[src/rtl/router_fifo.sv]
// router_fifo: routes each input word by addr into a per-port output FIFO.
// Define ROUTER_FIFO_STATS_EN to add the drop_cnt / push_cnt statistics ports.
module router_fifo #(
  parameter int DATA_W     = 32,
  parameter int NUM_PORTS  = 4,
  parameter int FIFO_DEPTH = 4,
  localparam int ADDR_W = (NUM_PORTS > 2) ? $clog2(NUM_PORTS) : 1
) (
  input  logic                        clk,
  input  logic                        rst,
  input  logic                        din_en,
  input  logic [ADDR_W-1:0]           addr,
  input  logic [DATA_W-1:0]           din,
  output logic                        din_rdy,
  output logic                        addr_err,
  output logic [NUM_PORTS-1:0]        dout_vld,
  input  logic [NUM_PORTS-1:0]        dout_rdy,
  output logic [NUM_PORTS*DATA_W-1:0] dout
`ifdef ROUTER_FIFO_STATS_EN
  ,
  output logic [15:0]                 drop_cnt,
  output logic [NUM_PORTS*16-1:0]     push_cnt
`endif
);

  localparam int PTR_W = $clog2(FIFO_DEPTH);
  localparam int CNT_W = PTR_W + 1;
  localparam int NSLOT = 1 << ADDR_W;

  logic             w_in_range;
  logic             w_xfer;
  logic [NSLOT-1:0] w_full_pad;
  logic             r_addr_err;

  assign w_in_range = (32'(addr) < 32'(NUM_PORTS));
  assign din_rdy    = !w_in_range || !w_full_pad[addr];
  assign w_xfer     = din_en && din_rdy;
  assign addr_err   = r_addr_err;

  // Unreachable address slots never report full.
  for (genvar j = NUM_PORTS; j < NSLOT; j++) begin : g_pad
    assign w_full_pad[j] = 1'b0;
  end

  for (genvar i = 0; i < NUM_PORTS; i++) begin : g_port
    logic [DATA_W-1:0] r_mem [FIFO_DEPTH];
    logic [PTR_W-1:0]  r_wptr;
    logic [PTR_W-1:0]  r_rptr;
    logic [CNT_W-1:0]  r_cnt;
    logic              w_push;
    logic              w_pop;

    assign w_push = w_xfer && w_in_range && (addr == ADDR_W'(i));
    assign w_pop  = dout_vld[i] && dout_rdy[i];

    assign dout_vld[i]   = (r_cnt != '0);
    assign w_full_pad[i] = (r_cnt == CNT_W'(FIFO_DEPTH));
    assign dout[i*DATA_W +: DATA_W] = r_mem[r_rptr];

    // Storage is not reset; occupancy alone decides validity.
    always_ff @(posedge clk) begin
      if (w_push) r_mem[r_wptr] <= din;
    end

    // Pointers and occupancy; reset overrides any push or pop.
    always_ff @(posedge clk) begin
      if (rst) begin
        r_wptr <= '0;
        r_rptr <= '0;
        r_cnt  <= '0;
      end else begin
        if (w_push) r_wptr <= r_wptr + PTR_W'(1);
        if (w_pop)  r_rptr <= r_rptr + PTR_W'(1);
        unique case ({w_push, w_pop})
          2'b10:   r_cnt <= r_cnt + CNT_W'(1);
          2'b01:   r_cnt <= r_cnt - CNT_W'(1);
          default: r_cnt <= r_cnt;
        endcase
      end
    end

`ifdef ROUTER_FIFO_STATS_EN
    logic [15:0] r_push_cnt;

    assign push_cnt[i*16 +: 16] = r_push_cnt;

    // Saturating count of words accepted into this port.
    always_ff @(posedge clk) begin
      if (rst) begin
        r_push_cnt <= '0;
      end else if (w_push && r_push_cnt != 16'hFFFF) begin
        r_push_cnt <= r_push_cnt + 16'd1;
      end
    end
`endif
  end

  // One-cycle error pulse after a word to a nonexistent port is dropped.
  always_ff @(posedge clk) begin
    if (rst) begin
      r_addr_err <= 1'b0;
    end else begin
      r_addr_err <= w_xfer && !w_in_range;
    end
  end

`ifdef ROUTER_FIFO_STATS_EN
  logic [15:0] r_drop_cnt;

  assign drop_cnt = r_drop_cnt;

  // Saturating count of dropped out-of-range words.
  always_ff @(posedge clk) begin
    if (rst) begin
      r_drop_cnt <= '0;
    end else if (w_xfer && !w_in_range && r_drop_cnt != 16'hFFFF) begin
      r_drop_cnt <= r_drop_cnt + 16'd1;
    end
  end
`endif

endmodule

[config.mk]
export PLATFORM = sky130hd
export DESIGN_NAME = router_fifo
export DESIGN_NICKNAME = d
export VERILOG_FILES = /design/src/rtl/router_fifo.sv
export SDC_FILE = /design/constraint.sdc
export NUM_CORES = 1
export LEC_CHECK = 0
export CORE_MARGIN = 4
export CORE_UTILIZATION = 45
export CTS_CLUSTER_SIZE = 25
export DETAILED_ROUTE_END_ITERATION = 8
export HOLD_SLACK_MARGIN = 0.06
export PLACE_DENSITY = 0.74
export SYNTH_ARGS = -nofsm -noshare
export SYNTH_HDL_FRONTEND = slang
export SYNTH_SLANG_ARGS = --single-unit
[constraint.sdc]
create_clock -name clk -period 3.3 [get_ports clk]
set_input_delay 0.66 -clock clk [delete_from_list [all_inputs] [get_ports clk]]
set_output_delay 0.66 -clock clk [all_outputs]
set_load 0.02 [all_outputs]
# --- After elaboration in Yosys (flattened, before gate mapping) ---
# Memory sizes are Yosys's and may differ from the RTL's. A register that Yosys moved wholly into a read port is not among the register bits.
# Index checks and enable logic that the tools add are counted.
# Widths: inputs -> output; s select.
op_classes:
  n_eq_ne: 15
  muxes: 22
  order_cmp: 1
  n_reduce_logical: 19
  n_addsub: 16
ops:
  columns: ["op", "n"]
  rows:
  - ["$pmux 3 s2", 4]
  - ["$add 2x1->2 const B", 8]
  - ["$mux 2", 8]
  - ["$add 3x1->3 const B", 4]
  - ["$eq 2x2->1 const B", 6]
  - ["$eq 3x3->1 const B", 4]
  - ["$reduce_bool 3->1", 4]
  - ["$sub 3x1->3 const B", 4]
  - ["$eq 2x1->1 const B", 5]
  - ["$logic_and 1x1->1", 9]
  - ["$mux 1", 9]
  - ["$reduce_bool 2->1", 4]
  - ["$lt 2x3->1 const B", 1]
  - ["$bmux 1 s2", 1]
  - ["$logic_not 2->1", 1]
  - ["$logic_not 1->1", 1]
totals:
  ram_bits: 512
  register_bits: 28
  memories: 4
memory_table:
  columns: ["memory", "words", "width", "rd", "rd_ports_with_merged_regs", "wr", "line", "rtl"]
  rows:
  - ["g_port[0].r_mem", 4, 32, 1, 1, 1, "46", "logic [DATA_W-1:0] r_mem [FIFO_DEPTH];"]
  - ["g_port[1].r_mem", 4, 32, 1, 1, 1, "46", null]
  - ["g_port[2].r_mem", 4, 32, 1, 1, 1, "46", null]
  - ["g_port[3].r_mem", 4, 32, 1, 1, 1, "46", null]

# --- Depth between registers and ports, before layout ---
logic_depth:
  ltp_word: 8
  ltp_mapped: 9
  depth_no_buf: 9

# --- Worst setup path before layout ---
# OpenSTA, ideal clock, no wires.
synth_path:
  kind: "input to register"
  from: "input addr[0]"
  to: "memory g_port[2].r_mem[0][0] (enable)"
  n_path_buf: 0
  path_stages: 3
  t_required_ns: 2.908
  arrival_ns: 1.980
  slack_ns: 0.928
  path_cell_list: "nand3b_1 a21oi_1 and2_1"
synth_via:
  elab_chain_len: 7
  elab_cells_between_ends: 8
synth_lines:
  columns: ["element", "line", "rtl"]
  rows:
  - ["from (decl)", "12", "input logic [ADDR_W-1:0] addr,"]
  - ["$bmux 1 s2", "36", "assign din_rdy = !w_in_range || !w_full_pad[addr];"]
  - ["$mux 1 (not written as such)", "36", null]
  - ["$logic_not 1->1", "36", null]
  - ["$logic_and 1x1->1", "37", "assign w_xfer = din_en && din_rdy;"]
  - ["$logic_and 1x1->1 (*)", "53", "assign w_push = w_xfer && w_in_range && (addr == ADDR_W'(i));"]
  - ["$mux 1 (*)", "62", "if (w_push) r_mem[r_wptr] <= din;"]
  - ["$mux 1 (not written as such) (*)", "62", null]
  - ["to (decl)", "46", null]
# Mark *: on every way between the ends. The rest lies on a longest branch, timed or not. The select of a mux whose other input is x is not followed.

==> summary by stage <==
Run status
The run finished with clean final reports.

Power
The final total power is 0.0176 W. Across the VDD grid, the largest voltage drop is 0.500 mV. The analysis attributes to cell leakage a power of 7.89 nW. The total power per unit cell area is 701 nW/um^2.

Yosys
Measured against the total synthesized area, the mux share comes to 14.7%. The net count after synthesis is 948. The cell count after synthesis is 883.

Of all flip-flops after synthesis, the portion carrying an async set or reset was 0%. The library cell with the largest summed area after synthesis is edfxtp_1. Summing every instance area after synthesis gives 20400 sq um.

The synthesized design contains 548 register bits. After synthesis, the largest family of logic cells by area is multiplexers. The count of synthesis-stage warnings from yosys is 0.

The area share of fa/ha/maj cells after synthesis is 1.62%. Summed over its instances, the top area cell type makes up 75.5% of the synthesized netlist area. Yosys mapped a number of flops with a built-in enable equal to 512. The average cell area after synthesis is 23.1 sq um. In the post-synthesis netlist, the biggest area contributors are edfxtp_1 76%, mux4_2 14%, dfxtp_1 3.5%, ha_1 1.2%, nor2_1 0.65%. The synthesized netlist contains 33 unique library cells. The synthesized netlist devotes 0.688% of its cell area to XOR and XNOR gates.

Of the total synthesized cell area, the portion taken by AND, OR, NAND and NOR gates is 1.84%. The area fraction in compound gates after synthesis is 0.891%. The leading register cell type out of synthesis is edfxtp_1. After synthesis, flip-flops and latches occupy 79.0% of the total area.

Floorplan
The die area is 48700 sq um. Measured along the x axis, the die boundary spans 221 um. After floorplanning, the core was sized to cover 44500 sq um. The total I/O pin count is 175. The effective utilization at floorplan is 45.7%. In this run the core area contains 77 standard-cell rows. The height of the die is 221 um.

Critical path
The required time reported for the critical path endpoint is 2640 ps. The type of destination of the critical path is an output pin. The worst setup path is launched from a flip-flop. The critical path in this run is classified as flip-flop to output pin.

The setup check on the worst reg-to-reg path leaves a slack of 1230 ps. In this run the worst path has a maximum fanout of 16. The arrival time at the worst endpoint is 2540 ps.

STA
The number of endpoints with negative hold slack in the final report is 0. Setup repair after global routing left no endpoint under its margin. The max-slew violation count came to 0. Clock skew on the completed layout was measured at 17.3 ps. Counting I/O delays and the setup requirement, the final critical path takes 3200 ps.

Of the available clock period, the critical path in the final layout requires 97.1%. The measured slew at the worst slew-check pin is 695 ps. Headroom to the max-slew limit came out at 53.5%.

Static timing analysis puts the maximum clock frequency at 312 MHz. The final total negative setup slack is 0 ps. The setup violation total in the final timing report is 0.

GRT
The via count of the first global-routing pass came to 9936. Entering global routing, the biggest net connects 41 pins. The initial antenna violation count was 0. The total overflow reported by the global router is 0. The global router's overall resource usage is 18.1%.

The wire length of the first global-routing pass is 64100 um.

Final layout
The layout has 3248 filler cells. The layout-stage area growth over the synthesis result is 23.7%. The library cell used most frequently in the layout, excluding fill and tap cells, is edfxtp_1. Cells with a size suffix above 1 make up 24.5% of the layout.

In the layout the commonest cells are 512 x edfxtp_1, 173 x clkdlybuf4s50_1, 129 x mux4_2. The number of antenna diodes in the final layout is 0. For this run, the post-layout net count is 1187.

Route
Before antenna repair, the detailed router went through 5 iterations. The count of nets left with antenna violations once routing finished came out at 0. The DRC violation count after routing is 0. The via-per-instance ratio is 5.44. The first-iteration detailed-routing DRC count is 781.

The final routed wirelength across all metal layers is 43200 um. The final routed wire length divided by cell count is 24.6 um. The count of vias placed by the detailed router is 9545.

Clock network
Clock tree synthesis inserted a total of 55 buffers. The hold-fix buffer count after cts is 0. The count of clock tree sinks is 548. The tree is rooted in a clkbuf_16. The number of H-tree branching levels is 2. The buffer depth of the longest clock path is 3. The clock latency reported for the late side of the worst-skew pair is 600 ps. The CTS tree is done.

Post-CTS timing repair inserted 0 buffers for setup. The total of cells resized after clock tree synthesis is 1. After clock tree synthesis, the clock-pin slew on the worst setup and hold paths is 60 ps.

Placement
Port buffering added 173 buffers. The detailed-placement wirelength estimate is 26400 um. The congestion estimate from routability-driven global placement came to 0.746.

Run
Across the run, the number of max-cap violations was 0.

Min path
The worst hold path class is flip-flop to flip-flop.
-- area by class of cell --
type	count	area, sq um	share of cell area, %
sequential	548	16100	64.0
multi-input combinational	277	4040	16.0
timing repair buffer	215	2420	9.62
clock buffer	61	1400	5.56
tap	592	741	2.94
clock inverter	38	377	1.50
inverter	25	93.8	0.373
-- kinds of logic (layout without fill, tap and decap cells) --
group,count (synthesis),count (layout)
DFF,548,548
muxes,137,137
AOI/OAI and AO/OA,24,24
and+or+nand+nor,75,75
adders and majority gates,24,24
other,1,1
buffers and inverters,58,339
xor gates and xnor gates,16,16
-- registers in the layout (all words and copies together), names as in the netlist, named ones only --
signal	flops
g_port.r_mem	512
g_port.r_cnt	12
g_port.r_wptr	8
g_port.r_rptr	8
-- per-layer routing --
metal,routed length (um),GRT usage (%),up-vias,part of all wire [%]
met5,0,0,-,0
met2,21800,30.1,332,50
li1,-,-,4111,-
met1,18000,24.9,5048,42
met4,885,4.97,0,2.0
met3,2520,3.38,54,5.8
-- report_power, final --
group          total [W]  internal [W]  leakage (nW)  switching, W
combinational    0.00361       0.00181          2.12       0.00180
sequential       0.00795       0.00778          4.92      0.000174
clock            0.00608       0.00353         0.854       0.00255
-- worst paths after layout --
kind	depth (start not counted)	start	end
setup / recovery	3	flip-flop	dout[1]
hold / removal	2	g_port[1].r_wptr[1]	g_port[1].r_wptr[1]
setup reg to reg	9	g_port[0].r_cnt[0]	g_port[0].r_cnt[2]
hold reg to reg	2	g_port[1].r_wptr[1]	g_port[1].r_wptr[1]
-- worst max-delay path: stages, from the launching register on --
cell             delay [ps]
dfxtp_2                 650
buf_4                   320
mux4_2                  380
clkdlybuf4s50_1         600
-- cells in the mapped netlist, types with 5 or more instances --
master,number
dfxtp_1,36
nor2_1,35
edfxtp_1,512
inv_1,25
buf_2,16
clkbuf_1,9
xor2_1,12
nand2b_1,8
buf_1,7
a21oi_1,10
mux4_2,129
nand2_1,5
ha_1,20
or3_1,7
and2_1,12
-- stage by stage --
stage | util (%) | setup slack, ps | cells | instance area (sq um) | hold WS [ps]
floorplan | - | 928 | 883 | 20400 | 482
global placement | 52.6 | 423 | 1657 | 23400 | 498
detailed placement | 52.6 | 421 | 1657 | 23400 | 514
CTS | 56.6 | 31.1 | 1756 | 25200 | 530
global route | 56.6 | 5.54 | 1756 | 25200 | 551
finish | 56.6 | 96.0 | 1756 | 25200 | 521
Note: power is estimated with default switching activity, not from simulation.
